[config.mk]
export PLATFORM = sky130hd
export DESIGN_NAME = gold_code_spreader_flat
export DESIGN_NICKNAME = d
export VERILOG_FILES = /design/src/rtl/gold_code_spreader_if.sv /design/src/rtl/gold_code_spreader.sv /design/src/flat_wrapper.sv
export SDC_FILE = /design/constraint.sdc
export NUM_CORES = 1
export LEC_CHECK = 0
export CAP_MARGIN = 0
export CORE_MARGIN = 2
export CORE_UTILIZATION = 50
export CTS_CLUSTER_DIAMETER = 200
export CTS_CLUSTER_SIZE = 30
export DETAILED_ROUTE_END_ITERATION = 7
export GPL_TIMING_DRIVEN = 0
export PLACE_DENSITY_LB_ADDON = 0.2
export SETUP_SLACK_MARGIN = 0.05
export SLEW_MARGIN = 20
export SYNTH_ARGS = -nofsm -noshare
export SYNTH_HDL_FRONTEND = slang
export SYNTH_SLANG_ARGS = --single-unit
[constraint.sdc]
create_clock -name clk -period 3.1 [get_ports clk]
set_clock_uncertainty 0.15 [all_clocks]
set_input_delay 0.62 -clock clk [delete_from_list [all_inputs] [get_ports clk]]
set_output_delay 0.62 -clock clk [all_outputs]
set_load 0.02 [all_outputs]
[src/rtl/gold_code_spreader_if.sv]
// ----------------------------------------------------------------------------
// gold_code_spreader_if
// Data-bit handshake between a bit source and the DSSS spreader.
//   data_in    : data bit to spread
//   data_last  : marks the final bit of a frame
//   data_valid : data_in/data_last are valid (driven by the source)
//   data_ready : spreader holding register is empty (driven by the spreader)
// Modports: master = bit source, slave = spreader.
// ----------------------------------------------------------------------------
interface gold_code_spreader_if;
   logic data_in;
   logic data_last;
   logic data_valid;
   logic data_ready;

   modport master (
      output data_in,
      output data_last,
      output data_valid,
      input  data_ready
   );

   modport slave (
      input  data_in,
      input  data_last,
      input  data_valid,
      output data_ready
   );
endinterface

[src/rtl/gold_code_spreader.sv]
// ----------------------------------------------------------------------------
// gold_code_spreader
// Transmit-side DSSS spreader. Each accepted data bit is spread with a
// CODE_LEN-chip Gold code (bit 1 = code, bit 0 = inverted code), each chip held
// for SAMPLES_PER_CHIP sample ticks. Output is signed: +1, -1, 0 = idle.
//
// Ports:
//   clk         : system clock
//   rst         : asynchronous active-high reset
//   sample_en_i : one-clk sample-tick strobe; chip stream advances only on it
//   data_if     : slave side of the data-bit valid/ready handshake
//   chip_out_o  : 2'b01 = +1, 2'b11 = -1, 2'b00 = idle (registered)
//   tx_busy_o   : high whenever the FSM is not idle
//   underrun_o  : one-clk pulse when a frame is aborted for lack of data
//
// Build option: define GOLD_SPREADER_PREAMBLE_EN to prefix every frame with
// PREAMBLE_BITS '1' bits (parameter exists only in that build).
// ----------------------------------------------------------------------------
module gold_code_spreader #(
   parameter int unsigned         CODE_LEN         = 15,
   parameter logic [CODE_LEN-1:0] CODE             = 15'h3A86,
   parameter int unsigned         SAMPLES_PER_CHIP = 4
`ifdef GOLD_SPREADER_PREAMBLE_EN
   ,
   parameter int unsigned         PREAMBLE_BITS    = 8
`endif
) (
   input  logic                       clk,
   input  logic                       rst,
   input  logic                       sample_en_i,
   gold_code_spreader_if.slave        data_if,
   output logic signed [1:0]          chip_out_o,
   output logic                       tx_busy_o,
   output logic                       underrun_o
);

   localparam int unsigned SW = (SAMPLES_PER_CHIP > 1) ? $clog2(SAMPLES_PER_CHIP) : 1;
   localparam int unsigned CW = (CODE_LEN > 1) ? $clog2(CODE_LEN) : 1;
   localparam logic [SW-1:0] SampLast = SW'(SAMPLES_PER_CHIP - 1);
   localparam logic [CW-1:0] ChipLast = CW'(CODE_LEN - 1);

`ifdef GOLD_SPREADER_PREAMBLE_EN
   localparam int unsigned BW = (PREAMBLE_BITS > 1) ? $clog2(PREAMBLE_BITS) : 1;
   localparam logic [BW-1:0] PreLast = BW'(PREAMBLE_BITS - 1);

   typedef enum logic [1:0] {StIdle, StPreamble, StData} state_e;
`else
   typedef enum logic [1:0] {StIdle, StData} state_e;
`endif

   state_e             state_q;
   logic [SW-1:0]      samp_cnt_q;
   logic [CW-1:0]      chip_cnt_q;
   logic               cur_bit_q;
   logic               cur_last_q;
   logic signed [1:0]  chip_q;
   logic               busy_q;
   logic               underrun_q;
`ifdef GOLD_SPREADER_PREAMBLE_EN
   logic [BW-1:0]      bit_cnt_q;
`endif

   logic hold_full_q, hold_full_d;
   logic hold_bit_q, hold_bit_d;
   logic hold_last_q, hold_last_d;
   logic ready_q, ready_d;

   logic          accept;
   logic          drain;
   logic          samp_wrap;
   logic          bit_boundary;
   logic [SW-1:0] samp_cnt_nxt;
   logic [CW-1:0] chip_cnt_nxt;

   // Chip value for position idx of a bit: code bit XNOR data bit -> +1 / -1.
   function automatic logic signed [1:0] chip_of(input logic [CW-1:0] idx, input logic b);
      return (CODE[idx] ~^ b) ? 2'sb01 : 2'sb11;
   endfunction

   always_comb begin
      accept       = data_if.data_valid & ready_q;
      samp_wrap    = (samp_cnt_q == SampLast);
      bit_boundary = sample_en_i & samp_wrap & (chip_cnt_q == ChipLast);
      samp_cnt_nxt = samp_wrap ? '0 : samp_cnt_q + SW'(1);
      if (!samp_wrap) begin
         chip_cnt_nxt = chip_cnt_q;
      end else if (chip_cnt_q == ChipLast) begin
         chip_cnt_nxt = '0;
      end else begin
         chip_cnt_nxt = chip_cnt_q + CW'(1);
      end

      // Drain happens exactly where the FSM loads cur_bit from the hold register.
      drain = 1'b0;
      unique case (state_q)
`ifdef GOLD_SPREADER_PREAMBLE_EN
         StIdle:     drain = 1'b0;
         StPreamble: drain = bit_boundary & (bit_cnt_q == PreLast) & hold_full_q;
`else
         StIdle:     drain = sample_en_i & hold_full_q;
`endif
         StData:     drain = bit_boundary & ~cur_last_q & hold_full_q;
         default:    drain = 1'b0;
      endcase
   end

   // One-entry holding register. Accept needs ready (= empty), so an accept
   // and a drain can never coincide.
   always_comb begin
      hold_full_d = hold_full_q;
      hold_bit_d  = hold_bit_q;
      hold_last_d = hold_last_q;
      if (accept) begin
         hold_full_d = 1'b1;
         hold_bit_d  = data_if.data_in;
         hold_last_d = data_if.data_last;
      end else if (drain) begin
         hold_full_d = 1'b0;
      end
      ready_d = ~hold_full_d;
   end

   always_ff @(posedge clk or posedge rst) begin
      if (rst) begin
         hold_full_q <= 1'b0;
         hold_bit_q  <= 1'b0;
         hold_last_q <= 1'b0;
         ready_q     <= 1'b1;
      end else begin
         hold_full_q <= hold_full_d;
         hold_bit_q  <= hold_bit_d;
         hold_last_q <= hold_last_d;
         ready_q     <= ready_d;
      end
   end

   // Spreader FSM with counters and registered outputs.
   always_ff @(posedge clk or posedge rst) begin
      if (rst) begin
         state_q    <= StIdle;
         samp_cnt_q <= '0;
         chip_cnt_q <= '0;
         cur_bit_q  <= 1'b0;
         cur_last_q <= 1'b0;
         chip_q     <= '0;
         busy_q     <= 1'b0;
         underrun_q <= 1'b0;
`ifdef GOLD_SPREADER_PREAMBLE_EN
         bit_cnt_q  <= '0;
`endif
      end else begin
         underrun_q <= 1'b0;
         if (sample_en_i) begin
            unique case (state_q)
               StIdle: begin
                  // Counters are already 0 here; chip 0 goes out on this edge.
                  if (hold_full_q) begin
                     busy_q <= 1'b1;
`ifdef GOLD_SPREADER_PREAMBLE_EN
                     state_q    <= StPreamble;
                     bit_cnt_q  <= '0;
                     cur_bit_q  <= 1'b1;
                     cur_last_q <= 1'b0;
                     chip_q     <= chip_of('0, 1'b1);
`else
                     state_q    <= StData;
                     cur_bit_q  <= hold_bit_q;
                     cur_last_q <= hold_last_q;
                     chip_q     <= chip_of('0, hold_bit_q);
`endif
                  end
               end
`ifdef GOLD_SPREADER_PREAMBLE_EN
               StPreamble: begin
                  samp_cnt_q <= samp_cnt_nxt;
                  chip_cnt_q <= chip_cnt_nxt;
                  if (bit_boundary && (bit_cnt_q == PreLast)) begin
                     if (hold_full_q) begin
                        state_q    <= StData;
                        cur_bit_q  <= hold_bit_q;
                        cur_last_q <= hold_last_q;
                        chip_q     <= chip_of('0, hold_bit_q);
                     end else begin
                        state_q    <= StIdle;
                        chip_q     <= '0;
                        busy_q     <= 1'b0;
                        underrun_q <= 1'b1;
                     end
                  end else begin
                     if (bit_boundary) begin
                        bit_cnt_q <= bit_cnt_q + BW'(1);
                     end
                     chip_q <= chip_of(chip_cnt_nxt, 1'b1);
                  end
               end
`endif
               StData: begin
                  samp_cnt_q <= samp_cnt_nxt;
                  chip_cnt_q <= chip_cnt_nxt;
                  if (bit_boundary && (cur_last_q || !hold_full_q)) begin
                     // End of frame, or starved mid-frame (flagged as underrun).
                     state_q    <= StIdle;
                     chip_q     <= '0;
                     busy_q     <= 1'b0;
                     underrun_q <= ~cur_last_q;
                  end else if (bit_boundary) begin
                     cur_bit_q  <= hold_bit_q;
                     cur_last_q <= hold_last_q;
                     chip_q     <= chip_of('0, hold_bit_q);
                  end else begin
                     chip_q <= chip_of(chip_cnt_nxt, cur_bit_q);
                  end
               end
               default: begin
                  state_q <= StIdle;
                  chip_q  <= '0;
                  busy_q  <= 1'b0;
               end
            endcase
         end
      end
   end

   assign chip_out_o         = chip_q;
   assign tx_busy_o          = busy_q;
   assign underrun_o         = underrun_q;
   assign data_if.data_ready = ready_q;

endmodule

[src/flat_wrapper.sv]
// flat-port wrapper written by rule: the top's interface ports become plain ports
module gold_code_spreader_flat 
#(
   parameter int unsigned         CODE_LEN         = 15,
   parameter logic [CODE_LEN-1:0] CODE             = 15'h3A86,
   parameter int unsigned         SAMPLES_PER_CHIP = 4

)
  (clk, rst, sample_en_i, chip_out_o, tx_busy_o, underrun_o, data_if_data_in, data_if_data_last, data_if_data_valid, data_if_data_ready);
  gold_code_spreader_if data_if_i ();
  input  logic clk;
  input  logic rst;
  input  logic sample_en_i;
  output logic signed [1:0] chip_out_o;
  output logic tx_busy_o;
  output logic underrun_o;
  input wire logic [$bits(data_if_i.data_in)-1:0] data_if_data_in;
  input wire logic [$bits(data_if_i.data_last)-1:0] data_if_data_last;
  input wire logic [$bits(data_if_i.data_valid)-1:0] data_if_data_valid;
  output wire logic [$bits(data_if_i.data_ready)-1:0] data_if_data_ready;
  assign data_if_i.data_in = data_if_data_in;
  assign data_if_i.data_last = data_if_data_last;
  assign data_if_i.data_valid = data_if_data_valid;
  assign data_if_data_ready = data_if_i.data_ready;
  gold_code_spreader #(.CODE_LEN(CODE_LEN), .CODE(CODE), .SAMPLES_PER_CHIP(SAMPLES_PER_CHIP)) u_core (.clk(clk), .rst(rst), .sample_en_i(sample_en_i), .data_if(data_if_i), .chip_out_o(chip_out_o), .tx_busy_o(tx_busy_o), .underrun_o(underrun_o));
endmodule
==> flow_summary.html <==
<table>
<tr><th>Metric</th><th>Value</th></tr>
<tr><th colspan="2">Synth</th></tr>
<tr><td>Post-synthesis share of cell area spent on and, or, nand and nor gates</td><td>18.66%</td></tr>
<tr><td>Synth area leader</td><td>dfrtp_1</td></tr>
<tr><td>Combinational family with the most area after synthesis</td><td>compound AO/OA/AOI/OAI gates</td></tr>
<tr><td>Synthesized netlist net count</td><td>104</td></tr>
<tr><td>Flip-flop and latch count after synthesis</td><td>16</td></tr>
<tr><td>Total standard cell area after synthesis</td><td>932.1 um2</td></tr>
<tr><td>Fraction of post-synthesis cell area in the top cell type by area</td><td>40.27%</td></tr>
<tr><td>Mux contribution to synthesized area</td><td>6.040%</td></tr>
<tr><td>Count of synthesis-stage warnings from yosys</td><td>0</td></tr>
<tr><td>Most frequently used flop master after synthesis</td><td>dfrtp_1</td></tr>
<tr><td>XOR/XNOR Fraction of Synth Area</td><td>1.879%</td></tr>
<tr><td>Synth Instances</td><td>97</td></tr>
<tr><td>Sequential element share of the synthesized area</td><td>43.09%</td></tr>
<tr><td>Area fraction in compound gates after synthesis</td><td>21.61%</td></tr>
<tr><td>Synthesized area divided by synthesized cell count</td><td>9.610 um2</td></tr>
<tr><td>Synth cell types</td><td>41</td></tr>
<tr><td>FFs w/ async S/R, synth</td><td>100.0%</td></tr>
<tr><td>Share of synthesized cell area in full adder, half adder and majority cells</td><td>1.342%</td></tr>
<tr><td>Post-synth EDFFs</td><td>0</td></tr>
<tr><td>Biggest area contributors in the synthesized netlist</td><td>dfrtp_1, mux2_2, nand2_1</td></tr>
<tr><th colspan="2">STA</th></tr>
<tr><td>Tmin final</td><td>2.203 ns</td></tr>
<tr><td>Slew at the pin with the worst max-slew slack</td><td>0.6249 ns</td></tr>
<tr><td>Setup TNS</td><td>0 ns</td></tr>
<tr><td>Finish-stage setup viols</td><td>0</td></tr>
<tr><td>Final hold violations</td><td>0</td></tr>
<tr><td>Relative max-transition margin</td><td>58.29%</td></tr>
<tr><td>RSZ-0062 raised after global routing</td><td>false</td></tr>
<tr><td>Minimum hold slack</td><td>0.3703 ns</td></tr>
<tr><td>Fmax</td><td>454.0 MHz</td></tr>
<tr><td>Part of the cycle the worst path needs</td><td>71.06%</td></tr>
<tr><td>Final-report max-slew violation count</td><td>0</td></tr>
<tr><td>Worst-case setup margin in the final layout</td><td>0.8973 ns</td></tr>
<tr><th colspan="2">Route</th></tr>
<tr><td>Router iterations before antenna repair</td><td>4</td></tr>
<tr><td>WL final</td><td>1.801 mm</td></tr>
<tr><td>Routed wire per std cell</td><td>13.24 um</td></tr>
<tr><td>Count of vias placed by the detailed router</td><td>778</td></tr>
<tr><td>DRC errors left</td><td>0</td></tr>
<tr><td>Initial DRC Count</td><td>11</td></tr>
<tr><td>Detailed-route vias per instance</td><td>5.721</td></tr>
<tr><td>Antenna Violating Nets Remaining</td><td>0</td></tr>
<tr><th colspan="2">Cells and area</th></tr>
<tr><td>Max FFs per register</td><td>4</td></tr>
<tr><td>ANT cells</td><td>0</td></tr>
<tr><td>Layout overhead on the synthesized area</td><td>16.91%</td></tr>
<tr><td>Post-layout net count</td><td>119</td></tr>
<tr><td>Seq. cell area</td><td>401.6 um2</td></tr>
<tr><td>Footprint of the multi-input gates</td><td>461.7 um2</td></tr>
<tr><td>Final standard cell count with taps included and fillers excluded</td><td>136</td></tr>
<tr><td>Layout cells sized above 1</td><td>17.12%</td></tr>
<tr><td>Count of fill cells added during filler insertion</td><td>157</td></tr>
<tr><td>Biggest register</td><td>u_core.chip_cnt_q</td></tr>
<tr><td>Share of the core filled with cells in the final layout</td><td>62.44%</td></tr>
<tr><td>Final instance area</td><td>1090 um2</td></tr>
<tr><th colspan="2">CTS</th></tr>
<tr><td>Root buffer cell</td><td>clkbuf_4</td></tr>
<tr><td>Clock-pin slew reported for the worst setup and hold paths after clock tree synthesis</td><td>0.09 ns</td></tr>
<tr><td>Clock Latency Late Sink</td><td>0.29 ns</td></tr>
<tr><td>Post-CTS setup-driven buffer insertion count</td><td>0</td></tr>
<tr><td>TritonCTS clock tree</td><td>done</td></tr>
<tr><td>Level count of the clock H-tree</td><td>1</td></tr>
<tr><td>Clock buffers created by TritonCTS</td><td>3</td></tr>
<tr><td>Total clock sinks</td><td>16</td></tr>
<tr><td>Cts repair resizes</td><td>0</td></tr>
<tr><td>CTS Hold Bufs</td><td>0</td></tr>
<tr><td>Clock buffer depth</td><td>2</td></tr>
<tr><th colspan="2">Worst setup path</th></tr>
<tr><td>Cell family with the largest share of critical-path delay</td><td>buffers and inverters</td></tr>
<tr><td>Element type at the critical path start</td><td>flop</td></tr>
<tr><td>Cells traversed along the worst timing path</td><td>clkdlybuf4s50_1</td></tr>
<tr><td>Worst-path cell with the longest stage delay</td><td>clkdlybuf4s50_1</td></tr>
<tr><td>Largest stage delay on the critical path</td><td>0.60 ns</td></tr>
<tr><td>Crit. End Element</td><td>primary output</td></tr>
<tr><td>Arrival time worst endpoint</td><td>1.43 ns</td></tr>
<tr><td>WP buf/inv</td><td>1</td></tr>
<tr><td>Largest driver fanout on the critical path</td><td>3</td></tr>
<tr><td>Data required time at the worst endpoint</td><td>2.33 ns</td></tr>
<tr><td>Critical setup path kind</td><td>flop to primary output</td></tr>
<tr><th colspan="2">Floorplanning</th></tr>
<tr><td>I/O pins</td><td>11</td></tr>
<tr><td>Overall die height</td><td>47.18 um</td></tr>
<tr><td>Die width</td><td>47.18 um</td></tr>
<tr><td>Die outline area</td><td>2225 um2</td></tr>
<tr><td>Number of placement rows</td><td>15</td></tr>
<tr><td>Starting Density</td><td>53.41%</td></tr>
<tr><td>Core Box Area</td><td>1745 um2</td></tr>
<tr><th colspan="2">GRT</th></tr>
<tr><td>Via count of the first global-routing pass</td><td>721</td></tr>
<tr><td>Leftover overflow at the end of global routing</td><td>0</td></tr>
<tr><td>Most Used Layer, Global Route</td><td>met2</td></tr>
<tr><td>First-pass GRT wire length</td><td>3.070 mm</td></tr>
<tr><td>Total track usage</td><td>19.37%</td></tr>
<tr><td>Number of antenna violations at the first check in global routing</td><td>0</td></tr>
<tr><td>Met2 Track Usage GR</td><td>33.15%</td></tr>
<tr><td>Met1 global-route usage</td><td>24.47%</td></tr>
<tr><td>Largest net degree at the start of global routing</td><td>17</td></tr>
<tr><td>Global Route met3 Usage</td><td>3.462%</td></tr>
<tr><th colspan="2">Placed design</th></tr>
<tr><td>Placed Cells incl. Taps</td><td>132</td></tr>
<tr><td>Routability Congestion</td><td>0.7521</td></tr>
<tr><td>Final HPWL DP</td><td>1.310 mm</td></tr>
<tr><td>Area post-placement</td><td>1064 um2</td></tr>
<tr><td>Number of port buffers</td><td>10</td></tr>
<tr><td>Worst slack at placement</td><td>0.8702 ns</td></tr>
<tr><th colspan="2">Power</th></tr>
<tr><td>Power, Total</td><td>862.7 uW</td></tr>
<tr><td>P per Cell Area</td><td>791.6 nW/um2</td></tr>
<tr><td>Maximum ir drop on the vdd rail</td><td>0.4656 mV</td></tr>
<tr><td>Leakage power</td><td>0.4642 nW</td></tr>
<tr><th colspan="2">Run</th></tr>
<tr><td>Number of max-cap violations</td><td>0</td></tr>
<tr><th colspan="2">Status</th></tr>
<tr><td>Outcome</td><td>complete, no violations</td></tr>
<tr><th colspan="2">Hold path</th></tr>
<tr><td>Worst hold path type</td><td>flop to flop</td></tr>
</table>
-- cell type report --
cell class | count | share of cell area [%]
Multi-Input combinational cell | 68 | 42.36
Sequential cell | 16 | 36.85
Timing Repair Buffer | 10 | 9.185
Buffer | 9 | 4.937
Tap cell | 25 | 2.870
Clock buffer | 4 | 2.411
Inverter | 4 | 1.378
-- cell families after synthesis --
group | count (synthesis)
AND/OR/NAND/NOR | 31
buffers and inverters | 13
adder cells (fa/ha/maj) | 1
AO/OA/AOI/OAI | 29
XOR/XNOR | 2
flip-flops | 16
multiplexers | 5
-- path summary, 6_finish.rpt --
| kind | from | endpoint | slack (ns) | cells after the start |
|---|---|---|---|---|
| max | u_core.data_if.data_ready | data_if_data_ready | 0.90 | 1 |
| min | u_core.hold_last_q | u_core.hold_last_q | 0.37 | 1 |
| max reg2reg | u_core.samp_cnt_q[0] | u_core.chip_out_o[1] | 1.22 | 6 |
| min reg2reg | u_core.hold_last_q | u_core.hold_last_q | 0.37 | 1 |
| max in group asynchronous | rst | u_core.chip_out_o[0] | 1.85 | 2 |
| min in group asynchronous | rst | u_core.state_q[0] | 0.55 | 2 |
-- Yosys cell counts, types with 2 or more instances --
cell type   n
a21boi_1    2
a21oi_1     4
a22o_1      3
a22oi_1     2
and3_1      2
buf_2       4
buf_4       2
clkbuf_1    2
dfrtp_1    15
inv_1       4
mux2_2      5
nand2_1    11
nand2b_1    3
nand3_1     3
nor3_1      3
o21ai_0     7
-- where the power goes --
group,internal (mW),switching [mW]
Combinational,0.204,0.207
Sequential,0.282,0.0524
Clock,0.0500,0.0671
-- layer usage --
layer  vias to the layer above  wire (um)  part of all wire, %
met4                         0         23                  1.3
met5                         -          0                    0
met1                       380        867                   48
li1                        376          -                    -
met3                         5         63                  3.5
met2                        17        848                   47
-- placed cells by master (no fill, tap or decap), drive strengths merged --
master         Yosys  routed
clkdlybuf4s50      0      10
nor3b              1       1
and4b              1       1
nand3              3       3
xnor2              1       1
o2bb2ai            1       1
dfstp              1       1
nor4               1       1
nand4b             1       1
nand2b             3       3
a21o               1       1
a22o               3       3
a21boi             2       2
a22oi              2       2
nand2             11      11
clkbuf             2       6
a211o              1       1
inv                4       4
nor3               3       3
nand3b             1       1
nor2b              1       1
o31ai              1       1
a211oi             1       1
o2111ai            1       1
o31a               1       1
and3               2       2
o211ai             1       1
mux2               5       5
buf                7       7
a21oi              4       4
xor2               1       1
dfrtp             15      15
o21bai             1       1
o22ai              1       1
nand4              1       1
o21ai              8       8
or3                1       1
ha                 1       1
or2b               1       1
No activity file was read; power rests on OpenSTA's default activity.
